<file path="src/rtl/pc_fetch_unit.sv">
// Program counter and instruction-fetch sequencer: one outstanding fetch over a
// req/gnt/rvalid handshake, held instruction for decode, sticky trap on misaligned targets.
module pc_fetch_unit #(
    parameter logic [31:0] RESET_PC = 32'h0000_0000,
    parameter logic [31:0] NOP_INST = 32'h0000_0013
) (
    input  logic        clk,
    input  logic        rstn,
    input  logic [31:0] npc_i,
    input  logic        advance_i,
    output logic        imem_req_o,
    output logic [31:0] imem_addr_o,
    input  logic        imem_gnt_i,
    input  logic        imem_rvalid_i,
    input  logic [31:0] imem_rdata_i,
    output logic [31:0] pc_o,
    output logic [31:0] inst_o,
    output logic        inst_valid_o,
    output logic        misalign_o,
    output logic [31:0] fetch_cnt_o
);

    localparam logic [2:0] ST_IDLE  = 3'd0;
    localparam logic [2:0] ST_REQ   = 3'd1;
    localparam logic [2:0] ST_WAIT  = 3'd2;
    localparam logic [2:0] ST_VALID = 3'd3;
    localparam logic [2:0] ST_FAULT = 3'd4;

    logic [2:0]  state_q, state_d;
    logic [31:0] pc_q, pc_d;
    logic [31:0] inst_q, inst_d;
    logic [31:0] cnt_q, cnt_d;
    logic        valid_q, valid_d;
    logic        req_q, req_d;
    logic        mis_q, mis_d;

    // Sequencer next state and datapath updates.
    always_comb begin
        state_d = state_q;
        pc_d    = pc_q;
        inst_d  = inst_q;
        cnt_d   = cnt_q;
        valid_d = valid_q;
        mis_d   = mis_q;
        case (state_q)
            ST_IDLE: begin
                state_d = ST_REQ;
            end
            ST_REQ: begin
                if (imem_gnt_i) begin
                    state_d = ST_WAIT;
                end else begin
                    state_d = ST_REQ;
                end
            end
            ST_WAIT: begin
                if (imem_rvalid_i) begin
                    inst_d  = imem_rdata_i;
                    valid_d = 1'b1;
                    state_d = ST_VALID;
                end else begin
                    state_d = ST_WAIT;
                end
            end
            ST_VALID: begin
                if (advance_i) begin
                    cnt_d   = cnt_q + 32'd1;
                    valid_d = 1'b0;
                    inst_d  = NOP_INST;
                    pc_d    = npc_i;
                    // A misaligned target is still latched so the trap handler sees it.
                    if (npc_i[1:0] == 2'b00) begin
                        state_d = ST_REQ;
                    end else begin
                        mis_d   = 1'b1;
                        state_d = ST_FAULT;
                    end
                end else begin
                    state_d = ST_VALID;
                end
            end
            ST_FAULT: begin
                state_d = ST_FAULT;
            end
            default: begin
                state_d = ST_IDLE;
                valid_d = 1'b0;
                inst_d  = NOP_INST;
            end
        endcase
        req_d = (state_d == ST_REQ);
    end

    // State and output registers; request flag tracks the REQ state exactly.
    always_ff @(posedge clk or negedge rstn) begin
        if (!rstn) begin
            state_q <= ST_IDLE;
            pc_q    <= RESET_PC;
            inst_q  <= NOP_INST;
            cnt_q   <= 32'd0;
            valid_q <= 1'b0;
            req_q   <= 1'b0;
            mis_q   <= 1'b0;
        end else begin
            state_q <= state_d;
            pc_q    <= pc_d;
            inst_q  <= inst_d;
            cnt_q   <= cnt_d;
            valid_q <= valid_d;
            req_q   <= req_d;
            mis_q   <= mis_d;
        end
    end

    assign imem_req_o   = req_q;
    assign imem_addr_o  = pc_q;
    assign pc_o         = pc_q;
    assign inst_o       = inst_q;
    assign inst_valid_o = valid_q;
    assign misalign_o   = mis_q;
    assign fetch_cnt_o  = cnt_q;

endmodule

</file>
<file path="config.mk">
export PLATFORM = sky130hd
export DESIGN_NAME = pc_fetch_unit
export DESIGN_NICKNAME = d
export VERILOG_FILES = /design/src/rtl/pc_fetch_unit.sv
export SDC_FILE = /design/constraint.sdc
export NUM_CORES = 1
export LEC_CHECK = 0
export BUFFER_PORTS_ARGS = -buffer_cell sky130_fd_sc_hd__buf_2
export CELL_PAD_IN_SITES_DETAIL_PLACEMENT = 2
export CELL_PAD_IN_SITES_GLOBAL_PLACEMENT = 2
export CORE_MARGIN = 1.5
export CORE_UTILIZATION = 30
export DETAILED_ROUTE_END_ITERATION = 10
export GPL_ROUTABILITY_DRIVEN = 0
export MAX_ROUTING_LAYER = met4
export PLACE_DENSITY_LB_ADDON = 0.2
export SYNTH_ARGS = -nofsm -noshare
export SYNTH_HDL_FRONTEND = slang
export SYNTH_SLANG_ARGS = --single-unit
export TNS_END_PERCENT = 50
</file>
<file path="constraint.sdc">
create_clock -name clk -period 3.5 [get_ports clk]
set_clock_uncertainty 0.15 [all_clocks]
set_input_delay 0 -clock clk [delete_from_list [all_inputs] [get_ports clk]]
set_output_delay 0 -clock clk [all_outputs]
set_load 0.01 [all_outputs]
</file>
==> results.tsv <==
metric	value	unit
critical_path.endpoint_type	flip-flop	
min_from	advance_i	
worst_ir_drop_vdd	0.370	mV
drt_drc_violations_left	0	
number_of_port_buffers	199	
cts.root.buffer_cell	sky130_fd_sc_hd__clkbuf_16	
final_cells	818	
number_of_ports_placed_on_the_die_boundary	200	
firstDrtPassIters	4	
postRouteWirelength	14500	µm
r2r_slack	1440	ps
floorplan.die.width	124	µm
cp_max_fo	36	
detailed_place_hpwl	9210	µm
startpoint_type	flip-flop	
postSynthRegisterBits	102	
synthesis.nets	470	
antenna_violations_before_repair	0	
powerDensity	709	nW/µm²
power_leakage	3.46	nW
grt_pass1_wl	23000	µm
depth_of_the_worst_register_to_register_path	5	
detail_route.vias_per_cell	4.71	
path_cells	and4b_2, buf_4, and2_4, nand4_1, xnor2_1	
die_height	124	µm
wire_per_inst	17.8	µm
htree_levels	3	
hp-class	in -> reg	
cts.reportedPaths.clkPinSlew	70	ps
initial_utilization	0.311	
cts_resized	0	
critical_path_required_time	3590	ps
final_cell_area	6300	µm²
crit_type	reg -> reg	
max_cap_violations	0	
final_core_util	0.449	
fin_nets	703	
seq_area_frac_synth	0.586	
r2r_end	fetch_cnt_o[10]	
timing_worst_slew_pin_value	828	ps
clock_sink_count	102	
report.final.slew_viol_count	0	
finalCriticalPeriod	2060	ps
global_route.usage.total	0.206	
drt_first_iter_violations	134	
setup_viol_count_final	0	
final_layout_size_suffix_gt1_frac	0.364	
synth.cell_area	4360	µm²
placed_cells	734	
clock.fmax	486	MHz
slowest_stage	sky130_fd_sc_hd__dfrtp_1	
syn_avg_cell_area	10.9	µm²
route.vias.total	3850	
fin_hold_ws	31.8	ps
globalRoute.totalOverflow	0	
outcome	completed	
report.final.hold_viol_count	0	
final.period_utilization	0.588	
syn-instance-count	400	
grt_start_max_net_pins	62	
synth.distinct_cells	36	
crit-reg2reg-launch	state_q[2]	
timing.critical_path.arrival	2150	ps
first_global_vias	4287	
crit_path_max_incr_delay	460	ps
core_area	14000	µm²
end_point_of_the_worst_hold_path	state_q[0]	
setup-tns-final	0	ps
tritoncts.num_buffers	9	
rows	43	
timing.hold.worst_path_depth	4	
die-area	15300	µm²
detailed_place.area	5300	µm²
cts_tree	done	
maxSlewHeadroom	0.448	
cts.repair_timing.setup_buffer_count	0	
max-clock-path-buffers	2	
clock_insertion_delay_worst_skew	360	ps
grt_setup_unrepaired	false	
ant_nets	0	
yosys_warnings	0	
count_of_inserted_antenna_diode_cells	0	
area_growth_syn_to_layout	44.4	%
[worst max-delay path: cells and delay by family (launching register included)]
| family | cells | cell delay [ps] |
|---|---|---|
| XOR/XNOR | 1 | 160 |
| AND/OR/NAND/NOR | 3 | 780 |
| buffers and inverters | 1 | 390 |
| flip-flops | 1 | 460 |
[what timing repair did]
| action | in CTS | in global routing |
|---|---|---|
| endpoints found under the setup margin | 0 | 0 |
| hold endpoints to repair | 125 | 0 |
| hold buffers | 68 | 0 |
[registers in the layout, indices dropped and copies added (netlist names)]
register      flops
state_q           3
inst_o           32
imem_req_o        1
misalign_o        1
fetch_cnt_o      32
imem_addr_o      32
inst_valid_o      1
[area by class of cell]
class / count / area, µm²
clock buffer: 11 / 243
sequential: 102 / 2560
multi-input combinational: 241 / 1450
tap: 180 / 225
clock inverter: 5 / 81.3
inverter: 6 / 22.5
fill: 1495 / 7740
timing repair buffer: 273 / 1720
[stage by stage]
step	power [mW]	setup slack [ps]
4_1_cts	4.49	1420
3_3_place_gp	3.24	1510
2_1_floorplan	2.78	1900
5_1_grt	4.78	1240
3_5_place_dp	3.30	1440
6_report	4.47	1440
[cell usage after synthesis]
master,count,share of area
sky130_fd_sc_hd__and3_1,8,0.011
sky130_fd_sc_hd__xor2_1,8,0.016
sky130_fd_sc_hd__o21ai_0,1,0.0011
sky130_fd_sc_hd__or2_2,1,0.0014
sky130_fd_sc_hd__buf_6,1,0.0026
sky130_fd_sc_hd__nand3b_1,1,0.0017
sky130_fd_sc_hd__and4b_1,1,0.0023
sky130_fd_sc_hd__nor4b_2,1,0.0034
sky130_fd_sc_hd__dfrtp_1,99,0.57
sky130_fd_sc_hd__a22o_1,29,0.058
sky130_fd_sc_hd__buf_4,37,0.064
sky130_fd_sc_hd__a21oi_2,1,0.0020
sky130_fd_sc_hd__nand4_1,8,0.011
sky130_fd_sc_hd__nor3b_1,1,0.0017
sky130_fd_sc_hd__and2_4,1,0.0020
sky130_fd_sc_hd__a21o_1,2,0.0034
sky130_fd_sc_hd__a21oi_1,5,0.0057
sky130_fd_sc_hd__and4_1,6,0.012
sky130_fd_sc_hd__nand2b_1,1,0.0014
sky130_fd_sc_hd__nand2_1,107,0.092
sky130_fd_sc_hd__and2_1,3,0.0043
sky130_fd_sc_hd__nand4_4,1,0.0049
sky130_fd_sc_hd__clkbuf_1,6,0.0052
sky130_fd_sc_hd__nand4b_1,1,0.0020
sky130_fd_sc_hd__nand3_1,12,0.014
sky130_fd_sc_hd__nor4_4,1,0.0049
sky130_fd_sc_hd__inv_1,6,0.0052
sky130_fd_sc_hd__nor3_1,6,0.0069
sky130_fd_sc_hd__dfstp_2,3,0.018
sky130_fd_sc_hd__nor2b_1,4,0.0057
sky130_fd_sc_hd__o22ai_1,1,0.0014
sky130_fd_sc_hd__xnor2_1,23,0.046
sky130_fd_sc_hd__buf_2,7,0.0080
sky130_fd_sc_hd__nand4_2,2,0.0057
sky130_fd_sc_hd__ha_1,1,0.0029
sky130_fd_sc_hd__nor2_1,4,0.0034
[cells by family (layout without fill, tap and decap cells)]
| family | after synthesis | count (layout) | share of synthesized area |
|---|---|---|---|
| AOI/OAI and AO/OA | 39 | 39 | 0.0720 |
| xor gates and xnor gates | 31 | 31 | 0.0622 |
| adders and majority gates | 1 | 1 | 0.00287 |
| buffers and inverters | 57 | 295 | 0.0846 |
| DFF | 102 | 102 | 0.586 |
| and+or+nand+nor | 170 | 170 | 0.193 |
[where the power goes]
group	leakage [nW]	total, mW	switching, mW	internal [mW]
combinational	1.98	1.55	0.881	0.673
clock	0.156	1.10	0.451	0.648
sequential	1.33	1.82	0.288	1.53
[cell usage in the layout (no fill, tap or decap), types with 2 or more instances in the layout]
cell type                         n
sky130_fd_sc_hd__dfrtp_1         99
sky130_fd_sc_hd__xnor2_1         23
sky130_fd_sc_hd__nor2b_1          4
sky130_fd_sc_hd__a21oi_1          5
sky130_fd_sc_hd__nand4_1          8
sky130_fd_sc_hd__buf_4            7
sky130_fd_sc_hd__and4_1           6
sky130_fd_sc_hd__bufinv_16        2
sky130_fd_sc_hd__nand2_1        107
sky130_fd_sc_hd__dlygate4sd3_1   68
sky130_fd_sc_hd__a22o_1          29
sky130_fd_sc_hd__inv_1            6
sky130_fd_sc_hd__buf_2          198
sky130_fd_sc_hd__clkbuf_16        9
sky130_fd_sc_hd__dfstp_2          3
sky130_fd_sc_hd__a21o_1           2
sky130_fd_sc_hd__nor2_1           4
sky130_fd_sc_hd__xor2_1           8
sky130_fd_sc_hd__nor3_1           6
sky130_fd_sc_hd__and2_1           3
sky130_fd_sc_hd__nand3_1         12
sky130_fd_sc_hd__and3_1           8
sky130_fd_sc_hd__nand4_2          2
[worst max path at each step]
stage	start	to	slack (ps)	cells after the start
final	state_q[2]	fetch_cnt_o[10]	1440	5
after global routing	state_q[0]	fetch_cnt_o[31]	1240	5
after CTS	state_q[2]	fetch_cnt_o[10]	1420	5
after detailed placement	state_q[0]	fetch_cnt_o[10]	1440	5
after global placement	state_q[2]	fetch_cnt_o[31]	1510	5
after floorplan	state_q[2]	fetch_cnt_o[15]	1900	6
[routing by layer]
layer,vias up,share of wire,GRT usage
met5,-,0,-
met4,0,0.019,0.0668
met3,16,0.050,0.0462
met2,138,0.52,0.364
met1,1932,0.41,0.232
li1,1764,-,-
No activity file was read; power rests on OpenSTA's default activity.
